<file path="src/rtl/fb_write_ctrl.sv">
// Port-A write controller for the 160x144 2-bit framebuffer: PPU writes win, clear fills idle slots.
// Optional macro FB_CLEAR_ON_RESET_EN: start a colour-00 clear on the first edge after reset.
module fb_write_ctrl #(
    parameter int unsigned WIDTH  = 160,
    parameter int unsigned HEIGHT = 144,
    parameter int unsigned ADDR_W = 15
) (
    input  logic              clk_i,
    input  logic              rst_ni,
    input  logic              ppu_we_i,
    input  logic [ADDR_W-1:0] ppu_addr_i,
    input  logic [1:0]        ppu_color_i,
    input  logic              clear_req_i,
    input  logic [1:0]        clear_color_i,
    output logic              ram_we_o,
    output logic [ADDR_W-1:0] ram_addr_o,
    output logic [1:0]        ram_din_o,
    output logic              clear_busy_o,
    output logic              clear_done_o,
    output logic              ppu_drop_o
);

    localparam logic [ADDR_W-1:0] LastAddr = ADDR_W'(WIDTH * HEIGHT - 1);

    typedef enum logic [0:0] {StIdle, StClear} state_e;

    state_e            state_q, state_d;
    logic [ADDR_W-1:0] cnt_q, cnt_d;
    logic [1:0]        color_q, color_d;
    logic              ram_we_q, ram_we_d;
    logic [ADDR_W-1:0] ram_addr_q, ram_addr_d;
    logic [1:0]        ram_din_q, ram_din_d;
    logic              done_q, done_d;
    logic              drop_q, drop_d;
    logic              start_clear;
    logic [1:0]        start_color;

`ifdef FB_CLEAR_ON_RESET_EN
    // High only for the first edge after reset release.
    logic init_q;

    always_ff @(posedge clk_i or negedge rst_ni) begin
        if (!rst_ni) begin
            init_q <= 1'b1;
        end else begin
            init_q <= 1'b0;
        end
    end

    assign start_clear = clear_req_i | init_q;
    assign start_color = init_q ? 2'b00 : clear_color_i;
`else
    assign start_clear = clear_req_i;
    assign start_color = clear_color_i;
`endif

    always_comb begin
        state_d    = state_q;
        cnt_d      = cnt_q;
        color_d    = color_q;
        ram_we_d   = 1'b0;
        ram_addr_d = ram_addr_q;
        ram_din_d  = ram_din_q;
        done_d     = 1'b0;
        drop_d     = 1'b0;

        // Any PPU request, even a dropped one, consumes the slot.
        if (ppu_we_i) begin
            if (ppu_addr_i <= LastAddr) begin
                ram_we_d   = 1'b1;
                ram_addr_d = ppu_addr_i;
                ram_din_d  = ppu_color_i;
            end else begin
                drop_d = 1'b1;
            end
        end

        unique case (state_q)
            StIdle: begin
                if (start_clear) begin
                    state_d = StClear;
                    cnt_d   = '0;
                    color_d = start_color;
                end
            end
            StClear: begin
                if (!ppu_we_i) begin
                    ram_we_d   = 1'b1;
                    ram_addr_d = cnt_q;
                    ram_din_d  = color_q;
                    if (cnt_q == LastAddr) begin
                        state_d = StIdle;
                        done_d  = 1'b1;
                    end else begin
                        cnt_d = cnt_q + 1'b1;
                    end
                end
            end
            default: state_d = StIdle;
        endcase
    end

    always_ff @(posedge clk_i or negedge rst_ni) begin
        if (!rst_ni) begin
            state_q    <= StIdle;
            cnt_q      <= '0;
            color_q    <= 2'b00;
            ram_we_q   <= 1'b0;
            ram_addr_q <= '0;
            ram_din_q  <= 2'b00;
            done_q     <= 1'b0;
            drop_q     <= 1'b0;
        end else begin
            state_q    <= state_d;
            cnt_q      <= cnt_d;
            color_q    <= color_d;
            ram_we_q   <= ram_we_d;
            ram_addr_q <= ram_addr_d;
            ram_din_q  <= ram_din_d;
            done_q     <= done_d;
            drop_q     <= drop_d;
        end
    end

    assign ram_we_o     = ram_we_q;
    assign ram_addr_o   = ram_addr_q;
    assign ram_din_o    = ram_din_q;
    assign clear_busy_o = (state_q == StClear);
    assign clear_done_o = done_q;
    assign ppu_drop_o   = drop_q;

endmodule

</file>
<file path="config.mk">
export PLATFORM = sky130hd
export DESIGN_NAME = fb_write_ctrl
export DESIGN_NICKNAME = d
export VERILOG_FILES = /design/src/rtl/fb_write_ctrl.sv
export SDC_FILE = /design/constraint.sdc
export NUM_CORES = 1
export LEC_CHECK = 0
export BUFFER_PORTS_ARGS = -buffer_cell sky130_fd_sc_hd__buf_2
export CORE_MARGIN = 2
export CORE_UTILIZATION = 45
export CTS_CLUSTER_DIAMETER = 100
export CTS_CLUSTER_SIZE = 14
export DETAILED_ROUTE_END_ITERATION = 12
export PLACE_DENSITY_LB_ADDON = 0.2
export SLEW_MARGIN = 20
export SYNTH_ARGS = -nofsm -noshare
export SYNTH_HDL_FRONTEND = slang
export SYNTH_SLANG_ARGS = --single-unit
</file>
<file path="constraint.sdc">
create_clock -name clk_i -period 1.9 [get_ports clk_i]
set_input_delay 0.38 -clock clk_i [delete_from_list [all_inputs] [get_ports clk_i]]
set_output_delay 0.38 -clock clk_i [all_outputs]
set_load 0.01 [all_outputs]
</file>
Word level (Yosys, flattened, before mapping). Index checks and enable logic that the tools add are counted.

Bits of input ports: 23. Register bits after elaboration: 38.

Eq/ne operators: 4. Order comparisons: 1. $add $sub $neg: 1. Reduce and logical (&&, ||, !) cells: 2. Bitwise gates (word level): 1. Mux-type cells: 25.

Operators by type and width (count): $mux 15 (7); $pmux 15 s2 (1); $add 15x1->15 const B (1); $eq 15x15->1 const B (1); $le 15x15->1 const B (1); $mux 1 (12); $mux 2 (4); $ne 2x2->1 const B (3); $reduce_and 3->1 (1); $pmux 1 s2 (1); $reduce_and 2->1 (1); $not 1->1 (1).

Logic depth before layout (Yosys ltp).
Depth after elaboration: 5. Mapped depth: 7. Mapped depth without buffers: 5.

Worst setup path before layout. Ideal clock, no wire load.

Kind: register to register. From: reg cnt_q[0]. To: reg cnt_q[14]. Stages on the path, launching flop included: 6. Arrival: 1451 ps. Setup slack: 310 ps. Library setup time: 140 ps. Cells stage by stage: dfrtp_1 > ha_1 > nand3_2 > or2_1 > o311ai_0 > o41ai_1.

Longest elaborated chain between the ends: 4.

RTL lines: start: declaration (line 28) `logic [ADDR_W-1:0] cnt_q, cnt_d;`; start signal: assignment (line 115) `cnt_q <= cnt_d;`; $add 15x1->15 (line 95) `cnt_d = cnt_q + 1'b1;`; $mux 15 (line 91) `if (cnt_q == LastAddr) begin`; $mux 15 (line 87) `if (!ppu_we_i) begin`; $pmux 15 s2 (line 78) `unique case (state_q)`.

Several ways; a longest one is shown, not always the timed one. The select of a mux whose other input is x is not followed. A chain may end at the register's enable or synchronous reset.

Final worst setup path.
From: reg cnt_q[0]. To: reg cnt_q[0].

Same word-level chain as after synthesis.

==> flow_summary.ini <==
[setup_path]
crit_required_ns = 2.11
r2r_slack_ns = 0.10
r2r-end = cnt_q[0]$_DFFE_PN0P_
critPathBufInv = 1
worst-path-max-fanout = 8
cp_top_family = compound AO/OA/AOI/OAI gates
worst_path_largest_cell_delay_ns = 0.44
startpoint_type = flip-flop
criticalPathCategory = reg2reg
cp-end-kind = flip-flop
worst_path_max_delay_cell = dfrtp_1
crit_chain = ha_2 -> nand3_2 -> o41ai_4 -> buf_4 -> nand3_1 -> o21ai_0
r2r-start = cnt_q[0]$_DFFE_PN0P_
cp.arrival_ns = 2.01
reg2reg_depth = 6

[power_and_ir_drop]
seqPwrFrac_pct = 52.1
p_leak_uw = 0.00112
ir_drop_mv = 0.624
power_frac_comb_pct = 18.2
power_density_nw_per_um2 = 865
clkPwrFrac_pct = 29.7
intPower_uw = 1390
total_power_uw = 2010
p_sw_share_pct = 31.1
p_sw_uw = 626

[sta]
slew_violations = 0
period_needed_ns = 1.80
max_freq_mhz = 557
tightestPinTransition_ns = 0.730
finalHoldViolations = 0
setup_tns_ns = 0
timing.final.crit_share_pct = 94.5
slew_headroom_pct = 51.3
finalSetupViolCount = 0
final.setup.worst_slack_ns = 0.104
fin_skew_ns = 0.00638

[logic_synthesis]
synthMuxAreaShare_pct = 1.56
synth_edf_count = 0
yosys_warnings = 0
synth-main-ff-cell = dfrtp_1
ys_seq_area_share_pct = 49.5
synthAdderAreaFrac_pct = 0.651
synth.top_cell.area_share_pct = 49.5
yosysUniqueCellTypes = 52
synth_top_cell_by_area = dfrtp_1
syn_inst = 171
syn_area_um2 = 1920
yosys.area_share.simple_pct = 21.7
synth_area_leaders = dfrtp_1 49%, a221o_1 7.8%, and3_1 4.6%
synth_compound_area_share_pct = 21.5
synth_top_family_by_area = simple AND/OR/NAND/NOR gates
syn_area_per_cell_um2 = 11.2
async_flop_share_pct = 100
synth_xor_area_share_pct = 0.911
postSynthNetCount = 195
ys_ff_latch = 38

[final_layout]
nFillCells = 357
drive_gt1_share_pct = 33.8
area_growth_pct = 21.1
multi_input_area_um2 = 893
utilization_pct = 57.4
diodes = 0
fin_nets = 245
instances_no_fill = 272
regArea_um2 = 951

[routing]
drt_iter0_drc = 124
drc_errors = 0
wire_per_inst_um = 17.8
firstDrtPassIters = 4
final_antenna_net_count = 0
vias = 1636
wl_um = 4850
routed_via_density = 6.01

[floorplan]
io_pins = 44
initial_utilization_pct = 47.4
die_x_um = 69.4
rows = 23
die_h_um = 69.4
fp.coreArea_um2 = 4060
dieArea_um2 = 4810

[grt]
grt-ovfl-total = 0
grt_pass1_wl_um = 7910
grt_pass1_vias = 1639
grt_use_total_pct = 21.0
antenna_found_initial = 0
grt_max_degree = 39

[clocking]
cts_hold_buf = 0
h-tree-depth = 2
cts_root_buf = clkbuf_8
cts_buffers = 5
path_clk_slew_ns = 0.08
post_cts_resized = 0
clk_path_buf_depth = 2
clock-sinks = 38
clock_latency_ns = 0.30
cts_setup_buffers = 0
cts_tree = yes

[worst_hold_path]
holdCritPathClass = in2async

[placement]
pre_cts_ws_ns = 0.0931
dp_hpwl_um = 3560
gp_congestion = 0.883
io_buffers = 43
placed_cells = 264

[job]
drv_cap = 0

[outcome]
outcome = finished, final reports clean
-- area by class of cell --
cell class	instances	area share, %
clock inverter	2	0.538
timing repair buffer	53	13.0
multi-input combinational	117	38.4
tap	50	2.69
inverter	6	0.968
clock buffer	6	3.55
sequential	38	40.9
-- how the worst max path moves through the flow --
| stage | start | endpoint | slack [ns] | cells past startpoint |
|---|---|---|---|---|
| 2_1_floorplan | cnt_q[0]$_DFFE_PN0P_ | cnt_q[14]$_DFFE_PN0P_ | 0.31 | 5 |
| 3_3_place_gp | cnt_q[0]$_DFFE_PN0P_ | cnt_q[3]$_DFFE_PN0P_ | 0.18 | 6 |
| 3_5_place_dp | cnt_q[0]$_DFFE_PN0P_ | cnt_q[3]$_DFFE_PN0P_ | 0.09 | 6 |
| 4_1_cts | cnt_q[0]$_DFFE_PN0P_ | cnt_q[3]$_DFFE_PN0P_ | 0.07 | 6 |
| 5_1_grt | cnt_q[0]$_DFFE_PN0P_ | cnt_q[0]$_DFFE_PN0P_ | -0.002 | 6 |
| 6_report | cnt_q[0]$_DFFE_PN0P_ | cnt_q[0]$_DFFE_PN0P_ | 0.10 | 6 |
-- layout by cell type (no fill, tap or decap), types with 2 or more instances in the layout --
cell type,Yosys,final
a21oi_1,7,7
a221o_1,15,15
a31oi_1,2,2
and2_1,2,2
and3_1,14,14
buf_2,4,43
buf_4,2,9
clkbuf_8,0,6
dfrtp_1,38,38
inv_1,6,6
mux2i_1,3,3
nand2_1,12,12
nand3_1,3,3
nand3_4,2,2
nand4_1,2,2
nor2_1,9,9
nor3_1,3,3
o211ai_1,2,2
o21ai_0,2,2
o311ai_0,2,2
o31ai_1,4,4
o41ai_1,3,3
or4_1,2,2
-- flip-flops by register name (all words and copies together), names as in the netlist --
register / cells
ram_din_o: 2
cnt_q: 15
ram_addr_o: 15
color_q: 2
clear_done_o: 1
ppu_drop_o: 1
clear_busy_o: 1
ram_we_o: 1
-- power by group through the flow --
stage / registers (uW) / logic (uW) / clock network [uW]
4_1_cts: 1050 / 366 / 597
2_1_floorplan: 1060 / 189 / 0
3_5_place_dp: 1060 / 365 / 0
5_1_grt: 1070 / 404 / 630
6_report: 1050 / 367 / 597
3_3_place_gp: 1060 / 353 / 0
-- routing by layer --
layer  global-route usage, %  up-vias  share of wire (%)
met5                       0        -                  0
met4                    10.5        0                1.3
met3                    4.22        5                5.2
met2                    35.6       53                 52
met1                    25.2      816                 42
li1                        -      762                  -
-- per-stage QoR --
step / cell area (um^2) / hold WS, ns
detailed placement: 2230 / 0.364
floorplan: 1920 / 0.0844
finish: 2330 / 0.0244
global placement: 2230 / 0.356
global route: 2330 / 0.0447
CTS: 2320 / 0.0417
-- cell usage after synthesis (3+ instances only) --
master,count
a21oi_1,7
a221o_1,15
and3_1,14
buf_2,4
clkbuf_1,3
dfrtp_1,38
inv_1,6
mux2i_1,3
nand2_1,12
nand3_1,3
nor2_1,9
nor3_1,3
o31ai_1,4
o41ai_1,3
-- kinds of logic (layout without fill, tap and decap cells) --
logic type,after synthesis,count (layout)
AO/OA/AOI/OAI,46,46
adder cells (fa/ha/maj),1,1
XOR/XNOR,2,2
buffers and inverters,16,67
multiplexers,3,3
flip-flops,38,38
AND/OR/NAND/NOR,65,65
-- worst register-to-register path, stage by stage, from the launching register on --
cell and delay (ns):
dfrtp_1 0.44, ha_2 0.25, nand3_2 0.17, o41ai_4 0.42, buf_4 0.22, nand3_1 0.09
o21ai_0 0.12
Power figures use the tool's default switching activity.
